--- src/rtl/shield_damage_sequencer.sv ---
// Shield damage sequencer: queues shot/bomb hits, erodes a pixel diamond per hit one cell
// per cycle, and reloads every shield row-by-row when a game starts.
module shield_damage_sequencer #(
  parameter int NUM_SHIELDS = 4,
  parameter int ROWS        = 16,
  parameter int COLS        = 32,
  parameter int RADIUS      = 2,
  parameter int FIFO_DEPTH  = 4
) (
  input  logic                           clk_i,
  input  logic                           rst_ni,
  input  logic                           playGame_i,
  input  logic                           playerReq_i,
  input  logic [$clog2(NUM_SHIELDS)-1:0] playerShield_i,
  input  logic [$clog2(ROWS)-1:0]        playerRow_i,
  input  logic [$clog2(COLS)-1:0]        playerCol_i,
  input  logic                           bombReq_i,
  input  logic [$clog2(NUM_SHIELDS)-1:0] bombShield_i,
  input  logic [$clog2(ROWS)-1:0]        bombRow_i,
  input  logic [$clog2(COLS)-1:0]        bombCol_i,
  output logic                           playerAck_o,
  output logic                           bombAck_o,
  output logic                           eraseEn_o,
  output logic [$clog2(NUM_SHIELDS)-1:0] eraseShield_o,
  output logic [$clog2(ROWS)-1:0]        eraseRow_o,
  output logic [$clog2(COLS)-1:0]        eraseCol_o,
  output logic                           loadEn_o,
  output logic [$clog2(NUM_SHIELDS)-1:0] loadShield_o,
  output logic [$clog2(ROWS)-1:0]        loadRow_o,
  output logic                           busy_o,
  output logic                           fifoFull_o
);

  localparam int SW  = $clog2(NUM_SHIELDS);
  localparam int RW  = $clog2(ROWS);
  localparam int CW  = $clog2(COLS);
  localparam int HW  = SW + RW + CW;
  localparam int PW  = $clog2(FIFO_DEPTH);
  localparam int LW  = $clog2(NUM_SHIELDS * ROWS);
  localparam int OW  = $clog2(RADIUS + 1) + 2;
  localparam int RXW = RW + 2;
  localparam int CXW = CW + 2;

  localparam logic [1:0] IDLE   = 2'd0;
  localparam logic [1:0] RELOAD = 2'd1;
  localparam logic [1:0] ERODE  = 2'd2;

  localparam logic signed [OW-1:0] RAD       = OW'(RADIUS);
  localparam logic [LW-1:0]        LOAD_LAST = LW'(NUM_SHIELDS * ROWS - 1);
  localparam logic [PW:0]          FULL_CNT  = (PW + 1)'(FIFO_DEPTH);

  logic [1:0]           state_q, state_d;
  logic                 playPrev_q;
  logic [LW-1:0]        loadCnt_q, loadCnt_d;
  logic [HW-1:0]        cur_q, cur_d;
  logic signed [OW-1:0] dr_q, dr_d, dc_q, dc_d;
  logic [HW-1:0]        mem_q [FIFO_DEPTH];
  logic [PW-1:0]        wrPtr_q, rdPtr_q;
  logic [PW:0]          count_q, count_d;
  logic                 prioPlayer_q;

  logic                 playerAck_q, bombAck_q, eraseEn_q, loadEn_q, busy_q, fifoFull_q;
  logic [SW-1:0]        eraseShield_q, loadShield_q;
  logic [RW-1:0]        eraseRow_q, loadRow_q;
  logic [CW-1:0]        eraseCol_q;

  logic                 rise, flush, outOk, pop, push, canAccept;
  logic                 playerElig, bombElig, grantPlayer, grantBomb;
  logic                 rowEnd, lastCell, cellIn, eraseEn_d, loadEn_d;
  logic [HW-1:0]        pushData;
  logic signed [OW-1:0] absDr, drNext, absDrNext;
  logic signed [RXW-1:0] cellRow;
  logic signed [CXW-1:0] cellCol;

  // Diamond walk, FSM, and arbitration; a falling or rising playGame overrides everything.
  always_comb begin
    rise      = playGame_i & ~playPrev_q;
    flush     = ~playGame_i | rise;
    outOk     = playGame_i & ~rise;
    state_d   = state_q;
    loadCnt_d = loadCnt_q;
    cur_d     = cur_q;
    dr_d      = dr_q;
    dc_d      = dc_q;
    pop       = 1'b0;

    absDr     = dr_q[OW-1] ? -dr_q : dr_q;
    drNext    = dr_q + OW'(1);
    absDrNext = drNext[OW-1] ? -drNext : drNext;
    rowEnd    = (dc_q == RAD - absDr);
    lastCell  = (dr_q == RAD);

    cellRow = $signed({2'b00, cur_q[CW +: RW]}) + RXW'(dr_q);
    cellCol = $signed({2'b00, cur_q[CW-1:0]}) + CXW'(dc_q);
    cellIn  = ~cellRow[RXW-1] && (cellRow < RXW'(ROWS)) &&
              ~cellCol[CXW-1] && (cellCol < CXW'(COLS));

    case (state_q)
      IDLE: begin
        if (count_q != '0) begin
          pop     = 1'b1;
          state_d = ERODE;
        end
      end
      RELOAD: begin
        if (loadCnt_q == LOAD_LAST) state_d = IDLE;
        else                        loadCnt_d = loadCnt_q + LW'(1);
      end
      ERODE: begin
        if (!rowEnd) begin
          dc_d = dc_q + OW'(1);
        end else if (!lastCell) begin
          dr_d = drNext;
          dc_d = absDrNext - RAD;
        end else if (count_q != '0) begin
          pop = 1'b1;
        end else begin
          state_d = IDLE;
        end
      end
      default: state_d = IDLE;
    endcase

    if (pop) begin
      cur_d = mem_q[rdPtr_q];
      dr_d  = -RAD;
      dc_d  = '0;
    end

    if (rise) begin
      state_d   = RELOAD;
      loadCnt_d = '0;
      pop       = 1'b0;
    end else if (!playGame_i) begin
      state_d = IDLE;
      pop     = 1'b0;
    end

    // A full queue can still accept when the head leaves on the same edge.
    canAccept   = outOk && (state_q != RELOAD) && ((count_q != FULL_CNT) || pop);
    playerElig  = canAccept & playerReq_i & ~playerAck_q;
    bombElig    = canAccept & bombReq_i & ~bombAck_q;
    grantPlayer = playerElig & (~bombElig | prioPlayer_q);
    grantBomb   = bombElig & ~grantPlayer;
    push        = grantPlayer | grantBomb;
    pushData    = grantPlayer ? {playerShield_i, playerRow_i, playerCol_i}
                              : {bombShield_i, bombRow_i, bombCol_i};

    count_d   = flush ? '0 : count_q + (PW + 1)'(push) - (PW + 1)'(pop);
    eraseEn_d = outOk && (state_q == ERODE) && cellIn;
    loadEn_d  = outOk && (state_q == RELOAD);
  end

  // playPrev resets high so a game already running across reset does not trigger a reload.
  always_ff @(posedge clk_i or negedge rst_ni) begin
    if (!rst_ni) begin
      state_q       <= IDLE;
      playPrev_q    <= 1'b1;
      loadCnt_q     <= '0;
      cur_q         <= '0;
      dr_q          <= '0;
      dc_q          <= '0;
      wrPtr_q       <= '0;
      rdPtr_q       <= '0;
      count_q       <= '0;
      prioPlayer_q  <= 1'b1;
      playerAck_q   <= 1'b0;
      bombAck_q     <= 1'b0;
      eraseEn_q     <= 1'b0;
      eraseShield_q <= '0;
      eraseRow_q    <= '0;
      eraseCol_q    <= '0;
      loadEn_q      <= 1'b0;
      loadShield_q  <= '0;
      loadRow_q     <= '0;
      busy_q        <= 1'b0;
      fifoFull_q    <= 1'b0;
    end else begin
      state_q    <= state_d;
      playPrev_q <= playGame_i;
      loadCnt_q  <= loadCnt_d;
      cur_q      <= cur_d;
      dr_q       <= dr_d;
      dc_q       <= dc_d;
      count_q    <= count_d;
      if (flush) begin
        wrPtr_q <= '0;
        rdPtr_q <= '0;
      end else begin
        if (push) wrPtr_q <= wrPtr_q + PW'(1);
        if (pop)  rdPtr_q <= rdPtr_q + PW'(1);
      end
      if (grantPlayer)    prioPlayer_q <= 1'b0;
      else if (grantBomb) prioPlayer_q <= 1'b1;
      playerAck_q   <= grantPlayer;
      bombAck_q     <= grantBomb;
      eraseEn_q     <= eraseEn_d;
      eraseShield_q <= eraseEn_d ? cur_q[CW+RW +: SW] : '0;
      eraseRow_q    <= eraseEn_d ? cellRow[RW-1:0] : '0;
      eraseCol_q    <= eraseEn_d ? cellCol[CW-1:0] : '0;
      loadEn_q      <= loadEn_d;
      loadShield_q  <= loadEn_d ? loadCnt_q[LW-1 -: SW] : '0;
      loadRow_q     <= loadEn_d ? loadCnt_q[RW-1:0] : '0;
      busy_q        <= playGame_i & ((state_q != IDLE) | (count_q != '0));
      fifoFull_q    <= (count_d == FULL_CNT);
    end
  end

  always_ff @(posedge clk_i) begin
    if (push) mem_q[wrPtr_q] <= pushData;
  end

  assign playerAck_o   = playerAck_q;
  assign bombAck_o     = bombAck_q;
  assign eraseEn_o     = eraseEn_q;
  assign eraseShield_o = eraseShield_q;
  assign eraseRow_o    = eraseRow_q;
  assign eraseCol_o    = eraseCol_q;
  assign loadEn_o      = loadEn_q;
  assign loadShield_o  = loadShield_q;
  assign loadRow_o     = loadRow_q;
  assign busy_o        = busy_q;
  assign fifoFull_o    = fifoFull_q;

endmodule

--- config.mk ---
export PLATFORM = sky130hd
export DESIGN_NAME = shield_damage_sequencer
export DESIGN_NICKNAME = d
export VERILOG_FILES = /design/src/rtl/shield_damage_sequencer.sv
export SDC_FILE = /design/constraint.sdc
export NUM_CORES = 1
export LEC_CHECK = 0
export CORE_MARGIN = 2
export CORE_UTILIZATION = 25
export DETAILED_ROUTE_END_ITERATION = 7
export GPL_ROUTABILITY_DRIVEN = 0
export PLACE_DENSITY = 0.47
export SLEW_MARGIN = 15
export SYNTH_ARGS = -nofsm -noshare
export SYNTH_HDL_FRONTEND = slang
export SYNTH_SLANG_ARGS = --single-unit
export TNS_END_PERCENT = 30
--- constraint.sdc ---
create_clock -name clk_i -period 5.92 [get_ports clk_i]
set_input_delay 1.184 -clock clk_i [delete_from_list [all_inputs] [get_ports clk_i]]
set_output_delay 1.184 -clock clk_i [all_outputs]
set_load 0.03 [all_outputs]
Word-level counts from Yosys, hierarchy flattened
Memories as Yosys holds them, arrays and structs flattened. A register that Yosys moved wholly into a read port is not among the register bits. Cells that the tools add are included.

Memories: 1. Flip-flop bits (word level): 48. Output and inout port bits: 23. Input port bits: 27. Word-level logic and storage cells: 139. Memory bits (writable): 44.

Multiplexer cells: 42. Order comparisons: 2. Equal/unequal tests: 16. Reduce and logical (&&, ||, !) cells: 23. Bitwise operators: 22. $add $sub $neg: 13.

Memories: mem_q (depth 4, bits a word 11, rd ports 1, clocked after memory_dff 1, write ports 1, RTL line 57) `logic [HW-1:0] mem_q [FIFO_DEPTH];`.

Operators with widths (number): $mux W4 (12); $mux W2 (13); $ne A4 B4 Y1 const B (5); $mux W6 (3); $reduce_bool A2 Y1 (7); $mux W11 (1); $and A1 B1 Y1 (9); $mux W1 (9); $not A1 Y1 (9); $add A4 B2 Y4 const B (2); $logic_and A1 B1 Y1 (8); $neg A4 Y4 (2); $add A6 B4 Y7 (1); $lt A7 B7 Y1 const B (1); $add A5 B4 Y6 (1); $add A6 B1 Y6 const B (1); $eq A6 B6 Y1 const B (1); $lt A6 B6 Y1 const B (1); $pmux W2 S3 (1); $mux W5 (1); $reduce_and A5 Y1 (1); $add A2 B1 Y2 const B (2); $eq A4 B3 Y1 const B (1); $eq A4 B4 Y1 (1); 20 further kinds (25).

Depth between registers and ports, before layout
Depth in word-level cells: 22. Mapped depth: 20. Mapped depth without buffers: 19.

Worst setup path before layout
OpenSTA, ideal clock, no wires.

Path type: register to register. Start point: register dr_q[1]. End point: register fifoFull_q, in the netlist fifoFull_o. Path buffers: 0. Required time: 5.819 ns. Arrival: 4.101 ns. Slack: 1.719 ns. Period minus slack after synthesis: 4.201 ns. Cell stages (with the launch flop): 20. Cells stage by stage: dfrtp_1 > inv_1 > ha_1 > mux2_2 > ha_1 > xnor2_1 > xnor3_1 > nor2_1 > or3b_4 > a21o_4 > a21oi_1 > inv_1 > ha_1 > inv_1 > ha_1 > inv_1 > fa_1 > xor2_1 > xnor2_1 > nor4_1.

Longest elaborated chain between the ends: 22. Elaborated cells on any way between the ends: 26. Classes of those cells: add/sub: 4; eq/ne: 3; mux: 7; bitwise: 10; reduce/logical: 2.

RTL lines: start, declared (RTL line 56) `logic signed [OW-1:0] dr_q, dr_d, dc_q, dc_d;`; start signal, assigned (RTL line 183) `dr_q <= dr_d;`; $neg A4 Y4 (RTL line 87) `absDr = dr_q[OW-1] ? -dr_q : dr_q;`; $mux W4 (RTL line 87); $sub A3 B4 Y4 (RTL line 90) `rowEnd = (dc_q == RAD - absDr);`; $eq A4 B4 Y1 (RTL line 90); $mux W1 * (RTL line 110) `if (!rowEnd) begin`; $pmux W1 S2 * (RTL line 98) `case (state_q)`; $mux W1 * (RTL line 134) `end else if (!playGame_i) begin`; $mux W1 * (RTL line 130) `if (rise) begin`; (+6 left out); $and A1 B1 Y1 (RTL line 143) `grantPlayer = playerElig & (~bombElig | prioPlayer_q);`; $not A1 Y1 (RTL line 144) `grantBomb = bombElig & ~grantPlayer;`; $and A1 B1 Y1 (RTL line 144); $or A1 B1 Y1 (RTL line 145) `push = grantPlayer | grantBomb;`; $add A3 B1 Y3 (RTL line 149) `count_d = flush ? '0 : count_q + (PW + 1)'(push) - (PW + 1)'(pop);`; $sub A3 B1 Y3 * (RTL line 149); $mux W3 * (RTL line 149); $eq A3 B3 Y1 * (RTL line 205) `fifoFull_q <= (count_d == FULL_CNT);`; end signal, assigned (RTL line 205); end, declared (RTL line 62) `logic playerAck_q, bombAck_q, eraseEn_q, loadEn_q, busy_q, fifoFull_q;`.

Mark *: on every way between the ends. The rest lies on a longest branch, timed or not. A chain may end at the register's enable or synchronous reset.

Worst setup path in the final report
Start point: register dr_q[0]. End point: register fifoFull_q, in the netlist fifoFull_o.

The elaborated chain is that of the path after synthesis.

==> impl_metrics.py <==
metrics = {
    "outcome": {
        "status": "finished, final reports clean",
    },
    "sta": {
        "slew-limit-headroom_pct": 39.1,
        "max_freq_mhz": 214,
        "setup_viol": 0,
        "worst_slack_ns": 1.26,
        "rsz0062_at_grt": "false",
        "finalCritPeriodShare_pct": 78.8,
        "timing.hold.ws_ns": 0.493,
        "tightest_slew_ns": 0.914,
        "hold_violations": 0,
        "clock_skew_ns": 0.00647,
        "slew_viol_final": 0,
        "fin_setup_tns_ns": 0,
        "fin_crit_ns": 4.66,
    },
    "power_and_ir_drop": {
        "peakVddDrop_uv": 141,
        "switching_power_uw": 577,
        "p_leak_uw": 0.00245,
        "internal-power_uw": 1360,
        "p_comb_share_pct": 22.4,
        "p_sw_share_pct": 29.7,
        "powerDensity_nw_per_um2": 321,
        "clkPwrFrac_pct": 31.8,
        "seqPwrFrac_pct": 45.8,
    },
    "min_path": {
        "hold_class": "register to register",
        "hold_start": "cur_q[9]",
        "hold-path-cell-count": 1,
    },
    "detailed_routing": {
        "drt-initial-drc-count": 165,
        "routed_wl_mm": 9.83,
        "viasPerCell": 4.25,
        "wl_per_cell_um": 14.3,
        "dr.pass1.iters": 4,
        "via_count": 2927,
        "antenna_left": 0,
        "drc": 0,
    },
    "global_route": {
        "grt_pass1_wl_mm": 15.4,
        "track_usage_pct": 9.99,
        "grt_start_max_net_pins": 60,
        "grt_pass1_vias": 2883,
        "grt_remaining_overflow": 0,
        "antenna_found_initial": 0,
    },
    "finish": {
        "final_common_cell": "dfrtp_1",
        "diodes": 0,
        "layout_common_cells": "dfrtp_1, clkdlybuf4s50_1, edfxtp_1",
        "layout-drive-gt1-share_pct": 14.7,
        "fin_nets": 472,
        "synthToLayoutAreaGrowth_pct": 22.0,
    },
    "die": {
        "dieArea_um2": 20900,
        "die_w_um": 145,
        "core-area_um2": 19500,
        "die_height_um": 145,
        "start_util_pct": 25.4,
        "pin_count": 50,
        "row_count": 51,
    },
    "place": {
        "numPortBuffers": 49,
        "dp_hpwl_mm": 6.84,
        "pre_cts_ws_ns": 1.27,
    },
    "clocking": {
        "cts.sinks": 103,
        "htree_levels": 3,
        "cts_tree": "yes",
        "cts_hold_buf": 0,
        "cts-resized-gates": 0,
        "clk_pin_slew_ns": 0.07,
        "cts_root_buf": "clkbuf_16",
        "ctsLongestPathBuffers": 2,
        "insertion_delay_ns": 0.36,
        "post_cts_buffers": 0,
        "cts_buffers": 9,
    },
    "yosys": {
        "ys_warn_count": 0,
        "synth-main-ff-cell": "dfrtp_1",
        "synth_edf_count": 44,
        "synthCells": 367,
        "syn_area_um2": 4950,
        "avgSynthCellArea_um2": 13.5,
        "synth-async-reset-ratio_pct": 57.3,
        "seq_area_frac_synth_pct": 56.6,
        "synth_cell_types": 53,
        "ys_seq_elements": 103,
        "syn-num-nets": 421,
    },
    "worst_setup_path": {
        "crit_arrival_ns": 4.91,
        "required_ns": 6.17,
        "startpoint_type": "register",
        "reg2reg_depth": 19,
        "r2r_start": "dr_q[0]",
        "crit_type": "register to register",
        "critPathCaptureType": "register",
        "cp_max_fo": 10,
        "timing.critical_path.from": "dr_q[0]",
    },
    "job": {
        "maxCapViolCount": 0,
    },
}
-- logic make-up (layout without fill, tap and decap cells) --
logic type      Yosys count  after routing  synth area share (%)
flops                   103            103                  56.6
simple gates            102            102                  11.5
compound gates           46             46                  6.24
mux                      36             36                  11.3
buf+inv                  29             85                  2.55
fa+ha+maj                27             27                  7.28
xor+xnor                 24             24                  4.52
-- per-stage QoR --
stage | std cells | area, µm² | total power [µW] | util, %
after global routing | 688 | 6040 | 2050 | 31.0
after global placement | 672 | 5730 | 1340 | 29.5
after CTS | 688 | 6040 | 1970 | 31.0
after detailed placement | 672 | 5730 | 1340 | 29.5
after floorplan | 367 | 4950 | 1210 | -
final | 688 | 6040 | 1940 | 31.0
-- layer usage --
layer,GRT usage (%),vias to the layer above,wire (µm)
li1,-,1419,-
met1,12.6,1431,4530
met2,16.1,59,4660
met3,2.17,18,355
met4,5.42,0,284
met5,0,-,0
-- worst max-delay path, cell delays in order (launching register included) --
cell and delay (ns):
dfrtp_1 0.58, inv_1 0.15, ha_1 0.35, mux2_2 0.30, ha_1 0.19, xnor2_1 0.16, xnor3_1 0.25, nor2_1 0.15
or3b_4 0.41, a21o_4 0.26, a21oi_1 0.29, inv_1 0.08, ha_1 0.29, inv_1 0.05, ha_1 0.12, inv_1 0.04
fa_1 0.37, xor2_1 0.17, xnor2_1 0.15, nor4_1 0.18
-- cell usage after synthesis (all sizes together) (4+ instances only) --
library cell	number	area, µm²
buf	5	36.3
nor2	23	86.3
mux4	11	248
mux2	22	282
dfrtp	57	1430
and2	22	138
edfxtp	44	1320
o21ai	8	40.0
clkbuf	7	26.3
inv	17	63.8
nand2	18	67.6
a21o	6	52.6
nor2b	7	43.8
a31oi	4	25.0
xnor2	13	114
ha	24	300
and3	4	30.0
xor2	10	87.6
a21oi	14	73.8
nand2b	4	25.0
nor4	4	25.0
nor3b	4	35.0
-- power by group through the flow --
stage | logic, µW | registers (µW) | clock network (µW)
finish | 433 | 889 | 616
global route | 488 | 901 | 663
CTS | 438 | 890 | 637
detailed placement | 436 | 905 | 0
global placement | 432 | 903 | 0
floorplan | 344 | 869 | 0
-- worst paths after layout --
check	slack, ns	endpoint
max in group asynchronous	4.42	eraseEn_o
setup / recovery	1.26	fifoFull_o
hold / removal	0.49	eraseShield_o[0]
hold reg to reg	0.49	eraseShield_o[0]
setup reg to reg	1.26	fifoFull_o
min in group asynchronous	0.97	loadShield_o[1]
-- cell type report --
cell class	count	area, µm²
tap	265	332
timing repair buffer	52	508
clock buffer	10	229
fill	1964	13400
clock inverter	6	76.3
inverter	17	63.8
multi-input combinational	235	2030
sequential	103	2800
-- sequential cells by signal, summed over array words and instances, names as in the netlist, 2 cells and up --
name           flops
count_q            3
cur_q             11
dc_q               4
dr_q               4
eraseCol_o         5
eraseRow_o         4
eraseShield_o      2
loadCnt_q          6
loadRow_o          4
loadShield_o       2
mem_q             44
rdPtr_q            2
state_q            2
wrPtr_q            2
(Power assumes the default switching activity.)
